$ cat src/rtl/regfile_read_arbiter.sv
// Round-robin arbiter that shares one register-file read port among NUM_REQ requesters.
// The read data is captured into a single registered response slot with a one-hot owner.
module regfile_read_arbiter #(
  parameter int NUM_REQ    = 4,
  parameter int DATA_WIDTH = 64,
  parameter int ADDR_WIDTH = 5,
  parameter int ZERO_REG   = 31
) (
  input  logic                          clk,
  input  logic                          rst_n,
  input  logic [NUM_REQ-1:0]            req_valid,
  input  logic [NUM_REQ*ADDR_WIDTH-1:0] req_addr,
  output logic [NUM_REQ-1:0]            req_ready,
  output logic [ADDR_WIDTH-1:0]         rf_sel,
  input  logic [DATA_WIDTH-1:0]         rf_data,
  output logic [NUM_REQ-1:0]            rsp_valid,
  output logic [DATA_WIDTH-1:0]         rsp_data,
  input  logic [NUM_REQ-1:0]            rsp_ready
);
  localparam int PW = (NUM_REQ > 1) ? $clog2(NUM_REQ) : 1;

  typedef struct packed {
    logic [NUM_REQ-1:0]    onehot;
    logic [PW-1:0]         idx;
    logic [ADDR_WIDTH-1:0] addr;
  } gnt_t;

  logic [PW-1:0]         rr_ptr;
  logic [ADDR_WIDTH-1:0] sel_q;
  logic                  slot_free;
  logic                  owner_ack;
  logic                  any_gnt;
  gnt_t                  gnt;

  // Only the current owner's rsp_ready matters, since rsp_valid is one-hot.
  assign owner_ack = |(rsp_valid & rsp_ready);
  assign slot_free = ~(|rsp_valid) | owner_ack;

  always_comb begin
    int          idx;
    logic [PW-1:0] ci;
    logic        found;
    gnt   = '0;
    idx   = 0;
    ci    = '0;
    found = 1'b0;
    for (int k = 0; k < NUM_REQ; k++) begin
      idx = int'(rr_ptr) + k;
      if (idx >= NUM_REQ) idx = idx - NUM_REQ;
      ci = idx[PW-1:0];
      if (!found && req_valid[ci]) begin
        gnt.onehot[ci] = 1'b1;
        gnt.idx        = ci;
        found          = 1'b1;
      end
    end
    gnt.addr = req_addr[gnt.idx*ADDR_WIDTH +: ADDR_WIDTH];
  end

  // Grant is suppressed while in reset so requesters never see a handshake then.
  assign req_ready = (slot_free && rst_n) ? gnt.onehot : '0;
  assign any_gnt   = |req_ready;
  assign rf_sel    = any_gnt ? gnt.addr : sel_q;

  always_ff @(posedge clk or negedge rst_n) begin
    if (!rst_n) begin
      rsp_valid <= '0;
      rsp_data  <= '0;
      rr_ptr    <= '0;
      sel_q     <= '0;
    end else if (any_gnt) begin
      rsp_data  <= (gnt.addr == ADDR_WIDTH'(ZERO_REG)) ? '0 : rf_data;
      rsp_valid <= gnt.onehot;
      rr_ptr    <= (int'(gnt.idx) == NUM_REQ - 1) ? '0 : gnt.idx + PW'(1);
      sel_q     <= gnt.addr;
    end else if (owner_ack) begin
      rsp_valid <= '0;
    end
  end
endmodule
$ cat config.mk
export PLATFORM = sky130hd
export DESIGN_NAME = regfile_read_arbiter
export DESIGN_NICKNAME = d
export VERILOG_FILES = /design/src/rtl/regfile_read_arbiter.sv
export SDC_FILE = /design/constraint.sdc
export NUM_CORES = 1
export LEC_CHECK = 0
export ABC_AREA = 0
export BUFFER_PORTS_ARGS = -buffer_cell sky130_fd_sc_hd__buf_2
export CAP_MARGIN = 20
export CORE_ASPECT_RATIO = 0.6
export CORE_MARGIN = 2
export CORE_UTILIZATION = 50
export CTS_BUF_LIST = sky130_fd_sc_hd__clkbuf_2
export DETAILED_ROUTE_END_ITERATION = 12
export HOLD_SLACK_MARGIN = 0.1
export PLACE_DENSITY = 0.91
export REMOVE_ABC_BUFFERS = 1
export SLEW_MARGIN = 0
export SYNTH_ARGS = -nofsm -noshare
export SYNTH_HDL_FRONTEND = slang
export SYNTH_SLANG_ARGS = --single-unit
$ cat constraint.sdc
create_clock -name clk -period 5 [get_ports clk]
set_input_delay 1 -clock clk [delete_from_list [all_inputs] [get_ports clk]]
set_output_delay 1 -clock clk [all_outputs]
set_load 0.01 [all_outputs]
# Yosys cells after proc, flatten, opt, wreduce, memory -nomap -nowiden

Index checks and enable logic that the tools add are counted.

Bitwise logic cells: 6
Equality and inequality tests: 2
Shifts and indexed selects: 1
Muxes and demuxes: 33
Reductions and logical operators: 15
$add $sub $neg: 8
Multipliers: 1
Magnitude comparators: 12

Operator list:

| cell                                                                   | count |
|---|---|
| 64-bit two-way mux                                                     | 1 |
| 6-bit two-way mux                                                      | 4 |
| 20-bit by 6-bit variable part select with 5-bit output                 | 1 |
| 2-bit by 3-bit < comparator with 1-bit output (second input constant)  | 4 |
| 4-bit two-way mux                                                      | 3 |
| 4-bit bitwise OR                                                       | 3 |
| 4-bit OR reduction                                                     | 3 |
| 1-bit two-way mux                                                      | 11 |
| 2-bit two-way mux                                                      | 5 |
| 3-bit >= comparator (second input constant)                            | 3 |
| 1-bit binary-select mux with 2-bit select                              | 4 |
| 1-bit demux with 2-bit select                                          | 4 |
| 2-bit by 1-bit >= comparator with 1-bit output (second input constant) | 4 |
| 1-bit logical AND                                                      | 8 |
| 2-bit by 1-bit subtractor with 2-bit output (second input constant)    | 4 |
| 2-bit by 2-bit adder with 3-bit output (second input constant)         | 2 |
| 5-bit == test (second input constant)                                  | 1 |
| 2-bit by 3-bit multiplier with 5-bit output (second input constant)    | 1 |
| 5-bit two-way mux                                                      | 1 |
| 4-bit AND                                                              | 1 |
| 2-bit by 1-bit adder with 3-bit output (second input constant)         | 1 |
| 2-bit by 3-bit >= comparator with 1-bit output (second input constant) | 1 |
| 1-bit zero test                                                        | 3 |
| 2-bit by 1-bit adder with 2-bit output (second input constant)         | 1 |
| 4 further kinds                                                        | 4 |

Input bits: 94
Word-level logic and storage cells: 82
Bits in registers: 75
Output and inout bits: 77

# Logic depth before layout (Yosys ltp)

Word-level depth: 18
Depth in mapped cells: 14
Mapped depth without buffers: 9

# Worst setup path after synthesis

No wires, ideal clock.

Kind: input -> output
Start: input req_valid[1]
End: output rf_sel[1]
Data required time: 4.000 ns
Path slack: 0.489 ns
Buffers on the path: 4
Stages: 9
Data arrival time: 3.511 ns
Path through: buf_2 > mux4_2 > a311o_1 > a32o_1 > or4_1 > buf_2 > buf_6 > buf_2 > mux2i_1

Word-level cells in the longest chain between the ends: 15
Elaborated cells on any way between the ends: 29
Those cells by class: 1 x mul; 1 x shift; 17 x mux; 3 x bitwise; 7 x reduce/logical

RTL lines:

| element                                   | RTL line | RTL |
|---|---|---|
| start, declared                           | 11       | `input logic [NUM_REQ-1:0] req_valid,` |
| 1-bit binary-select mux with 2-bit select | 51       | `if (!found && req_valid[ci]) begin` |
| 1-bit two-way mux (implied by the code)   | 51       |  |
| 1-bit two-way mux                         | 51       |  |
| 1-bit zero test                           | 51       |  |
| 1-bit logical AND                         | 51       |  |
| 1-bit two-way mux                         | 51       |  |
| 1-bit zero test                           | 51       |  |
| 1-bit logical AND                         | 51       |  |
| 1-bit two-way mux                         | 51       |  |
| 1-bit zero test                           | 51       |  |
| 1-bit logical AND                         | 51       |  |
| 6-bit two-way mux (*)                     | 51       |  |
| 4-bit two-way mux (*)                     | 61       | `assign req_ready = (slot_free && rst_n) ? gnt.onehot : '0;` |
| named net req_ready[2]                    | 13       | `output logic [NUM_REQ-1:0] req_ready,` |
| 4-bit OR reduction (*)                    | 62       | `assign any_gnt = \|req_ready;` |
| 5-bit two-way mux (*)                     | n/a      |  |
| end, declared                             | 14       | `output logic [ADDR_WIDTH-1:0] rf_sel,` |

Mark *: on every way through the listed nets, which the timed path passes. The rest lies on a longest branch. The select of a mux whose other input is x is not followed.

# Worst setup path in the final report

Start: register rr_ptr[0]
End: output rf_sel[0]

Word-level cells in the longest chain between the ends: 17
Elaborated cells on any way between the ends: 64
Those cells by class: 7 x add/sub; 1 x mul; 12 x order compare; 1 x shift; 29 x mux; 3 x bitwise; 11 x reduce/logical

RTL lines:

| element                                                                                         | RTL line | RTL |
|---|---|---|
| start, declared                                                                                 | 28       | `logic [PW-1:0] rr_ptr;` |
| start signal, assigned                                                                          | 74       | `rr_ptr <= (int'(gnt.idx) == NUM_REQ - 1) ? '0 : gnt.idx + PW'(1);` |
| parallel branches: the longest is 13 deep, another holds 2-bit by 1-bit adder with 3-bit output | n/a      |  |
| 6-bit two-way mux (*)                                                                           | 51       |  |
| 2-bit by 3-bit multiplier with 5-bit output or 4-bit two-way mux (tied branches)                | 57, 61   |  |
| 20-bit by 6-bit variable part select with 5-bit output or 4-bit OR reduction (tied branches)    | 57, 62   |  |
| 5-bit two-way mux (*)                                                                           | n/a      |  |

Every way passes the cells marked *. The select of a mux whose other input is x is not followed.

==> impl_metrics.env <==
export IMPL_outcome="complete, no violations"
export IMPL_power_leakage_nw=2.49
export IMPL_maxSlewViolCount=0
export IMPL_clk_pin_slew_worst_paths_ns=0.20
export IMPL_syn_inst=348
export IMPL_cts_buffer_depth=2
export IMPL_placed_area_um2=4850
export IMPL_synth_commonest_cells="mux2i_1, dfrtp_1, a31oi_1"
export IMPL_grt_overflow=0
export IMPL_ys_flop_type="dfrtp_1"
export IMPL_post_route_cell_area_um2=4970
export IMPL_dieArea_um2=8750
export IMPL_cts_tree="done"
export IMPL_first_pass_iters=4
export IMPL_syn_area_per_cell_um2=11.5
export IMPL_rsz0062_at_grt="no"
export IMPL_antenna_cells=0
export IMPL_slew_headroom_pct=30.0
export IMPL_cp_start_kind="register"
export IMPL_wl_per_cell_um=16.2
export IMPL_dr_first_iter_drc_count=297
export IMPL_end_kind="output pin"
export IMPL_hold_viol=0
export IMPL_numClockSinks=75
export IMPL_yosysWarnings=0
export IMPL_die_w_um=119
export IMPL_htree_num_levels=3
export IMPL_powerDensity_nw_per_um2=857
export IMPL_yosysTopAreaCellShare_pct=46.9
export IMPL_fin_skew_ns=0.0243
export IMPL_ir_worst_vdd_v=0.000997
export IMPL_min_period_ns=4.69
export IMPL_antenna_found_initial=0
export IMPL_fillers=610
export IMPL_critPathKind="reg -> out"
export IMPL_num_vias=3467
export IMPL_setup_violations=0
export IMPL_worstPathMaxFanout=17
export IMPL_drive_above_1_share_pct=41.9
export IMPL_cts_root_buf="clkbuf_2"
export IMPL_synth_largest_area_cell="dfrtp_1"
export IMPL_routabilityCongestion=0.884
export IMPL_dp_hpwl_um=7090
export IMPL_pin_count=171
export IMPL_numCtsBuffers=9
export IMPL_core_area_um2=7820
export IMPL_timing_final_ws_setup_ns=0.314
export IMPL_portBuffers=170
export IMPL_cts_hold_fix_buffers=0
export IMPL_start_util_pct=51.1
export IMPL_clock_latency_ns=0.52
export IMPL_hp_class="reg -> reg"
export IMPL_postRouteAntennaNets=0
export IMPL_first_global_vias=3131
export IMPL_crit_arrival_ns=3.69
export IMPL_synth_cell_types=34
export IMPL_synth_seq_cells=75
export IMPL_r2r_slack_ns=1.22
export IMPL_total_power_mw=4.26
export IMPL_fin_setup_tns_ns=0
export IMPL_async_flop_share_pct=100
export IMPL_yosysMostFrequentCell="mux2i_1"
export IMPL_finalWirelength_um=9980
export IMPL_max_freq_ghz=0.213
export IMPL_critPathRequiredTime_ns=4.00
export IMPL_grt_use_total_pct=22.6
export IMPL_finalNetCount=602
export IMPL_netlist_area_um2=4000
export IMPL_synth_area_top_cells="dfrtp_1, mux2i_1, a31oi_1"
export IMPL_pre_cts_slack_ns=0.481
export IMPL_grt_pass1_wl_um=15500
export IMPL_num_rows=25
export IMPL_grt_max_degree=85
export IMPL_die_h_um=73.3
export IMPL_fin_crit_sh_pct=93.7
export IMPL_worstMarginPinSlew_ns=1.05
export IMPL_synthToLayoutAreaGrowth_pct=24.4
export IMPL_drcViolationCount=0
export IMPL_synth_edf_count=0
export IMPL_max_cap_violations=0
export IMPL_vias_per_cell=5.65
export IMPL_yosysSeqAreaShare_pct=46.9
final cells by class:
class                   count  area (um^2)  area share (%)
multi-input cells         227         1890            38.1
clock buffers               9         45.0           0.905
well taps                 108          135            2.72
clock inverters             6         56.3            1.13
inverters                   8         30.0           0.604
flip-flops and latches     75         1880            37.8
repair buffers            181          936            18.8
timing repair:
| item | CTS | global route |
|---|---|---|
| setup buffers | 0 | 3 |
| endpoints found under the setup margin | 5 | 5 |
| gates resized for setup | 1 | 1 |
| pin swaps | 0 | 0 |
| endpoints found under the hold margin | 0 | 0 |
per-stage QoR:
stage,utilization [%],hold slack [ns],std cells
5_1_grt,63.6,0.547,614
2_1_floorplan,-,0.514,310
3_3_place_gp,62.0,0.481,596
6_report,63.6,0.532,614
4_1_cts,63.3,0.534,611
3_5_place_dp,62.0,0.493,596
where the power goes:
group	leakage, nW	switching, mW	internal [mW]
Clock	0.0670	0.210	0.110
Combinational	1.54	1.62	1.21
Sequential	0.887	0.167	0.942
final timing paths:
path | from | end | cells past startpoint
min in group asynchronous | rst_n | rsp_valid[0] | 2
worst max-delay path | rr_ptr[0] | rf_sel[0] | 8
worst max register to register | rr_ptr[0] | rsp_valid[0] | 9
worst min register to register | sel_q[1] | sel_q[1] | 2
worst min-delay path | sel_q[1] | sel_q[1] | 2
max in group asynchronous | rst_n | rr_ptr[1] | 2
per-layer routing:
metal  track usage (%)  vias to the layer above  part of all wire, %
met5                 0                        -                    0
met4              6.27                        0                  1.0
met3              7.45                       12                  8.4
met2              33.8                      179                   44
met1              31.8                     1649                   46
li1                  -                     1627                    -
registers in the layout, indices dropped and copies added, names as in the netlist:
name / flops
rsp_data: 64
rr_ptr: 2
sel_q: 5
rsp_valid: 4
kinds of logic (layout without fill, tap and decap cells):
logic type	count (synthesis)	count (layout)	synth area share [%]
fa+ha+maj	6	6	1.88
xor+xnor	1	1	0.219
flops	75	75	46.9
simple gates	31	31	4.41
mux	94	94	24.1
compound gates	95	95	16.1
buf+inv	46	204	6.35
critical path, cell delays in order, from the launching register on:
cell	delay, ns
dfrtp_1	0.38
inv_1	0.13
ha_2	0.50
mux2_2	0.41
a311o_1	0.34
a32o_1	0.29
or4_4	0.66
mux2_2	0.33
buf_2	0.14
placed cells by master, fill, tap and decap left out, types with 2 or more instances in the layout:
master / netlist / routed
buf_2: 14 / 169
mux2i_1: 84 / 84
dfrtp_1: 75 / 74
a31oi_1: 65 / 65
buf_4: 5 / 12
mux2_2: 9 / 9
clkbuf_2: 0 / 9
inv_1: 8 / 8
nand2b_1: 8 / 8
nand2_1: 7 / 7
nor2_1: 6 / 6
ha_1: 6 / 5
o22ai_1: 4 / 4
a311o_1: 4 / 4
a32o_1: 4 / 4
a21o_1: 4 / 4
a22oi_1: 3 / 3
o21ai_0: 3 / 3
nand3b_1: 2 / 2
or3b_2: 2 / 2
a2111oi_0: 2 / 2
clkinv_1: 0 / 2
clkinv_2: 0 / 2
Note: power is estimated with default switching activity, not from simulation.
